$ cat config.mk
export PLATFORM = sky130hd
export DESIGN_NAME = seven_segment_mux
export DESIGN_NICKNAME = d
export VERILOG_FILES = /design/src/rtl/sevenseg_pkg.sv /design/src/rtl/seven_segment_mux.sv
export SDC_FILE = /design/constraint.sdc
export NUM_CORES = 1
export LEC_CHECK = 0
export ABC_AREA = 1
export ABC_CLOCK_PERIOD_IN_PS = 2800
export BUFFER_PORTS_ARGS = -buffer_cell sky130_fd_sc_hd__buf_2
export CAP_MARGIN = 20
export CELL_PAD_IN_SITES_DETAIL_PLACEMENT = 0
export CELL_PAD_IN_SITES_GLOBAL_PLACEMENT = 1
export CORE_MARGIN = 2
export CORE_UTILIZATION = 40
export CTS_BUF_LIST = sky130_fd_sc_hd__clkbuf_4 sky130_fd_sc_hd__clkbuf_8 sky130_fd_sc_hd__clkbuf_16
export DETAILED_ROUTE_END_ITERATION = 8
export PLACE_DENSITY_LB_ADDON = 0.1
export SLEW_MARGIN = 15
export SYNTH_ARGS = -nofsm -noshare
export SYNTH_HDL_FRONTEND = slang
export SYNTH_SLANG_ARGS = --single-unit
$ cat constraint.sdc
create_clock -name clk -period 2.8 [get_ports clk]
set_input_delay 0.14 -clock clk [delete_from_list [all_inputs] [get_ports clk]]
set_output_delay 0.14 -clock clk [all_outputs]
set_load 0.1 [all_outputs]
$ cat src/rtl/sevenseg_pkg.sv
// rtl/sevenseg_pkg.sv - segment bit indices, blank pattern and hex glyph decode
package sevenseg_pkg;

   localparam logic [7:0] SEG_BLANK = 8'hFF;

   localparam int SEG_A  = 0;
   localparam int SEG_B  = 1;
   localparam int SEG_C  = 2;
   localparam int SEG_D  = 3;
   localparam int SEG_E  = 4;
   localparam int SEG_F  = 5;
   localparam int SEG_G  = 6;
   localparam int SEG_DP = 7;

   // Active-low glyphs, bit order gfedcba.
   function automatic logic [6:0] hex_to_seg(input logic [3:0] nibble);
      logic [6:0] seg;
      case (nibble)
         4'h0: seg = 7'b1000000;
         4'h1: seg = 7'b1111001;
         4'h2: seg = 7'b0100100;
         4'h3: seg = 7'b0110000;
         4'h4: seg = 7'b0011001;
         4'h5: seg = 7'b0010010;
         4'h6: seg = 7'b0000010;
         4'h7: seg = 7'b1111000;
         4'h8: seg = 7'b0000000;
         4'h9: seg = 7'b0010000;
         4'hA: seg = 7'b0001000;
         4'hB: seg = 7'b0000011;
         4'hC: seg = 7'b1000110;
         4'hD: seg = 7'b0100001;
         4'hE: seg = 7'b0000110;
         default: seg = 7'b0001110;
      endcase
      return seg;
   endfunction

endpackage

$ cat src/rtl/seven_segment_mux.sv
// rtl/seven_segment_mux.sv - multiplexed seven-segment driver with PWM dimming
// Display data is double-buffered so a new value only appears at a frame boundary.
module seven_segment_mux
   import sevenseg_pkg::*;
#(
   parameter int NUM_DIGITS  = 8,
   parameter int REFRESH_DIV = 100000,
   parameter int BRIGHT_W    = 4
) (
   input  logic                    clk,
   input  logic                    resetn,
   input  logic [4*NUM_DIGITS-1:0] data_in,
   input  logic [NUM_DIGITS-1:0]   digit_en,
   input  logic [NUM_DIGITS-1:0]   digit_point,
   input  logic                    load,
   input  logic [BRIGHT_W-1:0]     brightness,
   output logic [NUM_DIGITS-1:0]   anode,
   output logic [7:0]              segment,
   output logic                    frame_start
);

   localparam int PW = (REFRESH_DIV > 1) ? $clog2(REFRESH_DIV) : 1;
   localparam int IW = (NUM_DIGITS > 1) ? $clog2(NUM_DIGITS) : 1;
   localparam logic [PW-1:0] PRESC_LAST = PW'(REFRESH_DIV - 1);
   localparam logic [IW-1:0] IDX_LAST   = IW'(NUM_DIGITS - 1);

   logic [PW-1:0]         presc;
   logic [IW-1:0]         idx;
   logic [BRIGHT_W-1:0]   pwm_cnt;
   logic                  slot_end;
   logic                  wrap;

   logic [3:0]            in_nib   [NUM_DIGITS];
   logic [3:0]            pend_nib [NUM_DIGITS];
   logic [3:0]            act_nib  [NUM_DIGITS];
   logic [NUM_DIGITS-1:0] pend_en;
   logic [NUM_DIGITS-1:0] pend_pt;
   logic [NUM_DIGITS-1:0] act_en;
   logic [NUM_DIGITS-1:0] act_pt;
   logic                  pend_valid;

   logic                  lit;
   logic [NUM_DIGITS-1:0] anode_nxt;
   logic [7:0]            segment_nxt;

   assign slot_end = (presc == PRESC_LAST);
   assign wrap     = slot_end && (idx == IDX_LAST);

   for (genvar k = 0; k < NUM_DIGITS; k++) begin : g_unpack
      assign in_nib[k] = data_in[4*k +: 4];
   end

   always_ff @(posedge clk or negedge resetn) begin
      if (!resetn) begin
         presc       <= '0;
         idx         <= '0;
         pwm_cnt     <= '0;
         frame_start <= 1'b0;
      end else begin
         pwm_cnt     <= pwm_cnt + 1'b1;
         frame_start <= wrap;
         if (slot_end) begin
            presc <= '0;
            idx   <= (idx == IDX_LAST) ? '0 : idx + 1'b1;
         end else begin
            presc <= presc + 1'b1;
         end
      end
   end

   // A load landing on the wrap cycle bypasses pending and shows in the frame just starting.
   always_ff @(posedge clk or negedge resetn) begin
      if (!resetn) begin
         pend_nib   <= '{default: '0};
         act_nib    <= '{default: '0};
         pend_en    <= '0;
         pend_pt    <= '0;
         act_en     <= '0;
         act_pt     <= '0;
         pend_valid <= 1'b0;
      end else if (load && wrap) begin
         act_nib    <= in_nib;
         act_en     <= digit_en;
         act_pt     <= digit_point;
         pend_valid <= 1'b0;
      end else begin
         if (wrap && pend_valid) begin
            act_nib <= pend_nib;
            act_en  <= pend_en;
            act_pt  <= pend_pt;
         end
         if (wrap) begin
            pend_valid <= 1'b0;
         end
         if (load) begin
            pend_nib   <= in_nib;
            pend_en    <= digit_en;
            pend_pt    <= digit_point;
            pend_valid <= 1'b1;
         end
      end
   end

   always_comb begin
      lit         = act_en[idx] && ((pwm_cnt < brightness) || (&brightness));
      anode_nxt   = '1;
      segment_nxt = SEG_BLANK;
      if (lit) begin
         anode_nxt[idx]             = 1'b0;
         segment_nxt[SEG_G:SEG_A]   = hex_to_seg(act_nib[idx]);
         segment_nxt[SEG_DP]        = ~act_pt[idx];
      end
   end

   always_ff @(posedge clk or negedge resetn) begin
      if (!resetn) begin
         anode   <= '1;
         segment <= SEG_BLANK;
      end else begin
         anode   <= anode_nxt;
         segment <= segment_nxt;
      end
   end

endmodule

==> results_dict.tcl, run 1 <==
set metrics [dict create \
    drive_gt1_share_pct 12.8 \
    dominantRegCellSynth "dfrtp_1" \
    rows 48 \
    synth_warnings 0 \
    design_area_um2 8670 \
    cts_buffers 17 \
    numClockSinks 138 \
    drc 0 \
    critical_path_required_ns 3.15 \
    finalCritPeriodShare_pct 82.2 \
    ys_seq_elements 138 \
    drv_cap 0 \
    status "complete, no violations" \
    vias 6117 \
    worst_pin_slew_ns 0.928 \
    root_buffer "clkbuf_16" \
    antenna_cells 0 \
    hold_viol_final 0 \
    grt.total_usage_pct 20.1 \
    detailedPlace.worstSlack_ns 0.445 \
    rr_endpoint "pend_nib[15]" \
    synth.avg_cell_area_um2 7.14 \
    htree_levels 4 \
    async_flop_share_pct 100 \
    postLayoutCoreUtil_pct 50.1 \
    grt_pass1_wl_mm 29.2 \
    fin_tns_setup_ns 0 \
    cts_setup_buffers 0 \
    cts_max_path_buffers 2 \
    whs_ns 0.0844 \
    path_max_fanout 35 \
    clock_latency_ns 0.43 \
    startpoint_type "flip-flop" \
    synth.most_common_cell "nand2_1" \
    drtAntennaViolNets 0 \
    grt_pass1_vias 5851 \
    slew_headroom_pct 38.0 \
    hp-start "load" \
    syn_inst 990 \
    wl_per_cell_um 12.9 \
    first_pass_iters 4 \
    hp-class "input port to flip-flop" \
    setup_viol 0 \
    dieArea_um2 18700 \
    grt_max_degree 71 \
    worstRegToRegCells 11 \
    ff2ff_setup_slack_ns 0.50 \
    die_h_um 137 \
    fin_crit_ns 2.30 \
    maxSlewViolCount 0 \
    postCtsResizedCells 0 \
    dp_hpwl_mm 11.1 \
    layout.cells.non_filler 1339 \
    hold_depth 3 \
    routed_wl_mm 17.3 \
    tritoncts "built" \
    max_freq_ghz 0.434 \
    synth_nets 1058 \
    fin_skew_ns 0.0193 \
    core_um2 17300 \
    start_util_pct 40.8 \
    fin_total_pwr_mw 4.47 \
    endpoint_kind "flip-flop" \
    viasPerCell 4.57 \
    place_inst 1259 \
    synthTopCellsByCount "nand2_1 (460), nor2_1 (137), dfrtp_1 (122), inv_1 (99), nand3_1 (27)" \
    crit_type "flip-flop to flip-flop" \
    grt_overflow 0 \
    ys_seq_area_share_pct 49.2 \
    pin_count 72 \
    worst_ir_drop_vdd_v 0.000415 \
    globalplace.congestion 0.835 \
    rsz0062_at_grt "no" \
    drt_iter0_drc 367 \
    area_delta_synth_final_pct 22.7 \
    netlist_area_um2 7070 \
    yosysTopAreaCell "dfrtp_1" \
    min_to "pend_valid" \
    synth_area_leaders "dfrtp_1 (43%), nand2_1 (24%), nor2_1 (7.3%)" \
    worst_ep_arrival_time_ns 2.65 \
    fp.dieW_um 137 \
    setup_ws_ns 0.498 \
    synth_edf_count 0 \
    netlist.area_leader.share_pct 43.2 \
    timing.rr.start "presc[0]" \
    nNetsFinal 1170 \
    portBuffers 71 \
    grt_antenna_before_repair 0 \
    power_leakage_nw 4.86 \
    p_per_area_nw_per_um2 515 \
    synth_cell_types 29 \
    place_area_um2 7640 \
    clk_pin_slew_ns 0.05 \
]
-- kinds of logic after synthesis --
logic type | share of synthesized area (%)
simple gates | 36.7
buf+inv | 8.57
flops | 49.2
compound gates | 2.20
fa+ha+maj | 2.30
xor+xnor | 1.12
-- power breakdown --
part	total, mW	switching (mW)	internal, mW
combinational	0.319	0.179	0.141
clock	2.06	0.859	1.20
sequential	2.09	0.0315	2.06
-- flip-flops by register name, summed over array words and instances, names as in the netlist --
register	cells
act_en	8
act_nib	32
act_pt	8
anode	8
frame_start	1
idx	3
pend_en	8
pend_nib	32
pend_pt	8
pend_valid	1
presc	17
pwm_cnt	4
segment	8
-- how the worst max path moves through the flow --
| stage | from | cells past startpoint | slack [ns] | endpoint |
|---|---|---|---|---|
| after floorplan | idx[0] | 14 | 0.94 | segment[0] |
| after global placement | presc[0] | 11 | 0.51 | pend_nib[5] |
| after detailed placement | presc[0] | 11 | 0.44 | pend_en[5] |
| after CTS | presc[0] | 11 | 0.44 | pend_en[5] |
| after global routing | presc[0] | 11 | 0.28 | pend_pt[3] |
| final | presc[0] | 11 | 0.50 | pend_nib[15] |
-- routing by layer --
metal	global-route usage (%)	wire length [µm]
met4	5.67	144
met2	31.6	7830
met1	28.3	8740
met3	4.04	541
met5	0	0
-- area by class of cell --
type,count,area (µm²)
Sequential cell,138,3470
Timing Repair Buffer,136,997
Clock buffer,17,425
Inverter,101,379
Multi-Input combinational cell,708,3000
Tap cell,225,282
Fill cell,1783,8630
Clock inverter,14,109
-- layout by cell type (no fill, tap or decap), types with 2 or more instances in the layout --
| cell type | count |
|---|---|
| a21oi_1 | 8 |
| buf_12 | 2 |
| buf_2 | 70 |
| buf_4 | 14 |
| clkbuf_16 | 17 |
| clkinv_2 | 8 |
| clkinvlp_4 | 4 |
| dfrtp_1 | 122 |
| dfstp_2 | 16 |
| dlygate4sd3_1 | 49 |
| ha_1 | 13 |
| inv_1 | 99 |
| nand2_1 | 460 |
| nand2_2 | 2 |
| nand3_1 | 27 |
| nand3b_1 | 3 |
| nand4_1 | 15 |
| nor2_1 | 136 |
| nor2_2 | 3 |
| nor3_1 | 5 |
| nor4_1 | 5 |
| o21ai_0 | 15 |
| o32ai_1 | 2 |
| xor2_1 | 8 |
-- repair_timing --
item | 4_1_cts | 5_1_grt
endpoints found under the setup margin | 0 | 0
endpoints found under the hold margin | 79 | 0
hold buffers | 49 | 0
-- critical path, cell delays in order (launching register included) --
cell	delay, ns
dfrtp_1	0.40
ha_1	0.23
nand2_1	0.09
nor2_2	0.06
nand4_1	0.09
nor2_2	0.05
nand2_2	0.07
nor2_2	0.05
nor2_4	0.70
buf_4	0.35
nand2_1	0.07
nand2_1	0.06
Power figures use the tool's default switching activity.
==> inputs of run 2 (changes only) <==
--- a/config.mk
+++ b/config.mk
@@ -6,13 +6,13 @@
 export NUM_CORES = 1
 export LEC_CHECK = 0
 export ABC_AREA = 1
-export ABC_CLOCK_PERIOD_IN_PS = 2800
+export ABC_CLOCK_PERIOD_IN_PS = 2100
 export BUFFER_PORTS_ARGS = -buffer_cell sky130_fd_sc_hd__buf_2
 export CAP_MARGIN = 20
 export CELL_PAD_IN_SITES_DETAIL_PLACEMENT = 0
 export CELL_PAD_IN_SITES_GLOBAL_PLACEMENT = 1
 export CORE_MARGIN = 2
-export CORE_UTILIZATION = 40
+export CORE_UTILIZATION = 39
 export CTS_BUF_LIST = sky130_fd_sc_hd__clkbuf_4 sky130_fd_sc_hd__clkbuf_8 sky130_fd_sc_hd__clkbuf_16
 export DETAILED_ROUTE_END_ITERATION = 8
 export PLACE_DENSITY_LB_ADDON = 0.1
==> constraint.sdc (replaced) <==
create_clock -name clk -period 2.1 [get_ports clk]
set_input_delay 0.105 -clock clk [delete_from_list [all_inputs] [get_ports clk]]
set_output_delay 0.105 -clock clk [all_outputs]
set_load 0.1 [all_outputs]
==> results_dict.tcl, run 2 (synthesized netlist as in run 1, its figures left out) <==
set metrics [dict create \
    dp_hpwl_mm 11.8 \
    fin_crit_ns 1.90 \
    p_per_area_nw_per_um2 717 \
    hold_viol_final 0 \
    power_leakage_nw 5.04 \
    path_cells "ha_1 > nand2_1 > nor2_2 > nand4_1 > nor2_2 > nand2_2 > nor2_2 > nor2_4 > buf_12 > buf_12 > nand2_1 > nand2_1" \
    numClockSinks 138 \
    grt_max_degree 59 \
    slew_headroom_pct 67.8 \
    clk_pin_slew_ns 0.06 \
    endpoint_kind "flip-flop" \
    cts_buffers 17 \
    clock_power_share_pct 50.0 \
    core_um2 17800 \
    crit_type "flip-flop to flip-flop" \
    drv_cap 0 \
    p_sw_mw 1.42 \
    fin_tns_setup_ns 0 \
    grt_antenna_before_repair 0 \
    reg.largest.list "act_nib x32, pend_nib x32, presc x17" \
    globalplace.congestion 0.819 \
    clock_latency_ns 0.42 \
    rsz0062_at_grt "no" \
    rows 49 \
    drt_iter0_drc 423 \
    power_frac_comb_pct 7.0 \
    routed_wl_mm 17.9 \
    die_h_um 139 \
    power.internal_mw 5.04 \
    design_area_um2 9020 \
    slowest_stage "dfrtp_1" \
    setup_viol 0 \
    htree_levels 4 \
    critical_path_required_ns 2.41 \
    path_max_fanout 18 \
    tritoncts "built" \
    finalCritPeriodShare_pct 90.6 \
    start_util_pct 39.6 \
    fp.dieW_um 139 \
    final_common_cell "nand2_1" \
    fin_skew_ns 0.00725 \
    place_area_um2 7860 \
    status "complete, no violations" \
    area_delta_synth_final_pct 27.6 \
    wl_per_cell_um 13.1 \
    root_buffer "clkbuf_16" \
    grt.total_usage_pct 19.8 \
    worst_pin_slew_ns 0.487 \
    critical_path.max_stage_delay_ns 0.37 \
    drc 0 \
    ff2ff_setup_slack_ns 0.20 \
    worst_ep_arrival_time_ns 2.22 \
    final_cell_mix "nand2_1 (460), nor2_1 (136), dfrtp_1 (122)" \
    timing.rr.start "presc[0]" \
    grt_pass1_vias 6220 \
    drtAntennaViolNets 0 \
    worst_ir_drop_vdd_v 0.000594 \
    antenna_cells 0 \
    startpoint_type "flip-flop" \
    grt_overflow 0 \
    crit_path_start "presc[0]" \
    hp-class "input port to flip-flop" \
    grt_pass1_wl_mm 30.9 \
    max_freq_ghz 0.526 \
    hp-start "load" \
    dieArea_um2 19200 \
    seqPwrFrac_pct 43.1 \
    nNetsFinal 1190 \
    vias 6176 \
    viasPerCell 4.53 \
    portBuffers 71 \
    first_pass_iters 4 \
    postCtsResizedCells 0 \
    swShare_pct 22.0 \
    drive_gt1_share_pct 14.4 \
    cts_max_path_buffers 2 \
    maxSlewViolCount 0 \
    pin_count 72 \
]
## run 2: changes by cell type in the layout (fill, tap and decap cells not counted)
cell        previous run  this run
buf_12                 2         9
buf_4                 14        27
bufinv_16              1         4
clkbuf_4               0         1
clkbuf_8               0         3
clkinv_1               1         2
clkinv_2               8         2
clkinvlp_4             4         2
inv_6                  0         1
## run 2: cell type report
type                            count  area, µm²
Clock buffer                       21        474
Fill cell                        1795       8820
Timing Repair Buffer              156       1230
Clock inverter                     11        166
Inverter                          101        379
Sequential cell                   138       3470
Multi-Input combinational cell    708       3000
Tap cell                          229        287
## run 2: through the flow
step                      total power [mW]  utilization [%]  cells  setup slack [ns]  hold slack [ns]
final                                 6.46             50.5   1364             0.197           0.0415
after global routing                  6.75             50.5   1364            0.0136           0.0636
after CTS                             6.54             50.4   1362             0.107           0.0425
after detailed placement              3.21             44.0   1281             0.122           0.0572
after global placement                3.21             44.0   1281             0.136           0.0534
after floorplan                       3.02                -    990             0.245           -0.191
## run 2: per-layer routing
metal	vias up	share of wire (%)	track usage [%]
li1	3244	-	-
met1	2817	51	28.6
met2	99	44	30.7
met3	16	3.3	3.59
met4	0	1.1	5.80
met5	-	0	0
## run 2: what timing repair did
action | in CTS | in global routing
hold endpoints to repair | 86 | 0
buffers inserted | 0 | 2
endpoints found under the setup margin | 0 | 4
hold buffers | 49 | 0
## run 2: power groups by stage
stage                     registers (mW)  clock network [mW]  logic [mW]
final                               2.79                3.23       0.449
after global routing                2.79                3.43       0.525
after CTS                           2.78                3.30       0.453
after detailed placement            2.83                   0       0.382
after global placement              2.83                   0       0.379
after floorplan                     2.82                   0       0.203
## run 2: worst max-delay path: cells and delay by family, from the launching register on
kind                       cells  cell delay, ns
DFF                            1            0.37
and+or+nand+nor                9            0.94
buffers and inverters          2            0.28
adders and majority gates      1            0.19
## run 2: worst paths after layout
| path | cells after the start | to |
|---|---|---|
| worst max-delay path | 12 | pend_en[6] |
| worst min-delay path | 3 | pend_valid |
| worst max register to register | 12 | pend_en[6] |
| worst min register to register | 1 | presc[0] |
| max in group asynchronous | 3 | act_nib[6] |
| min in group asynchronous | 2 | pend_nib[20] |
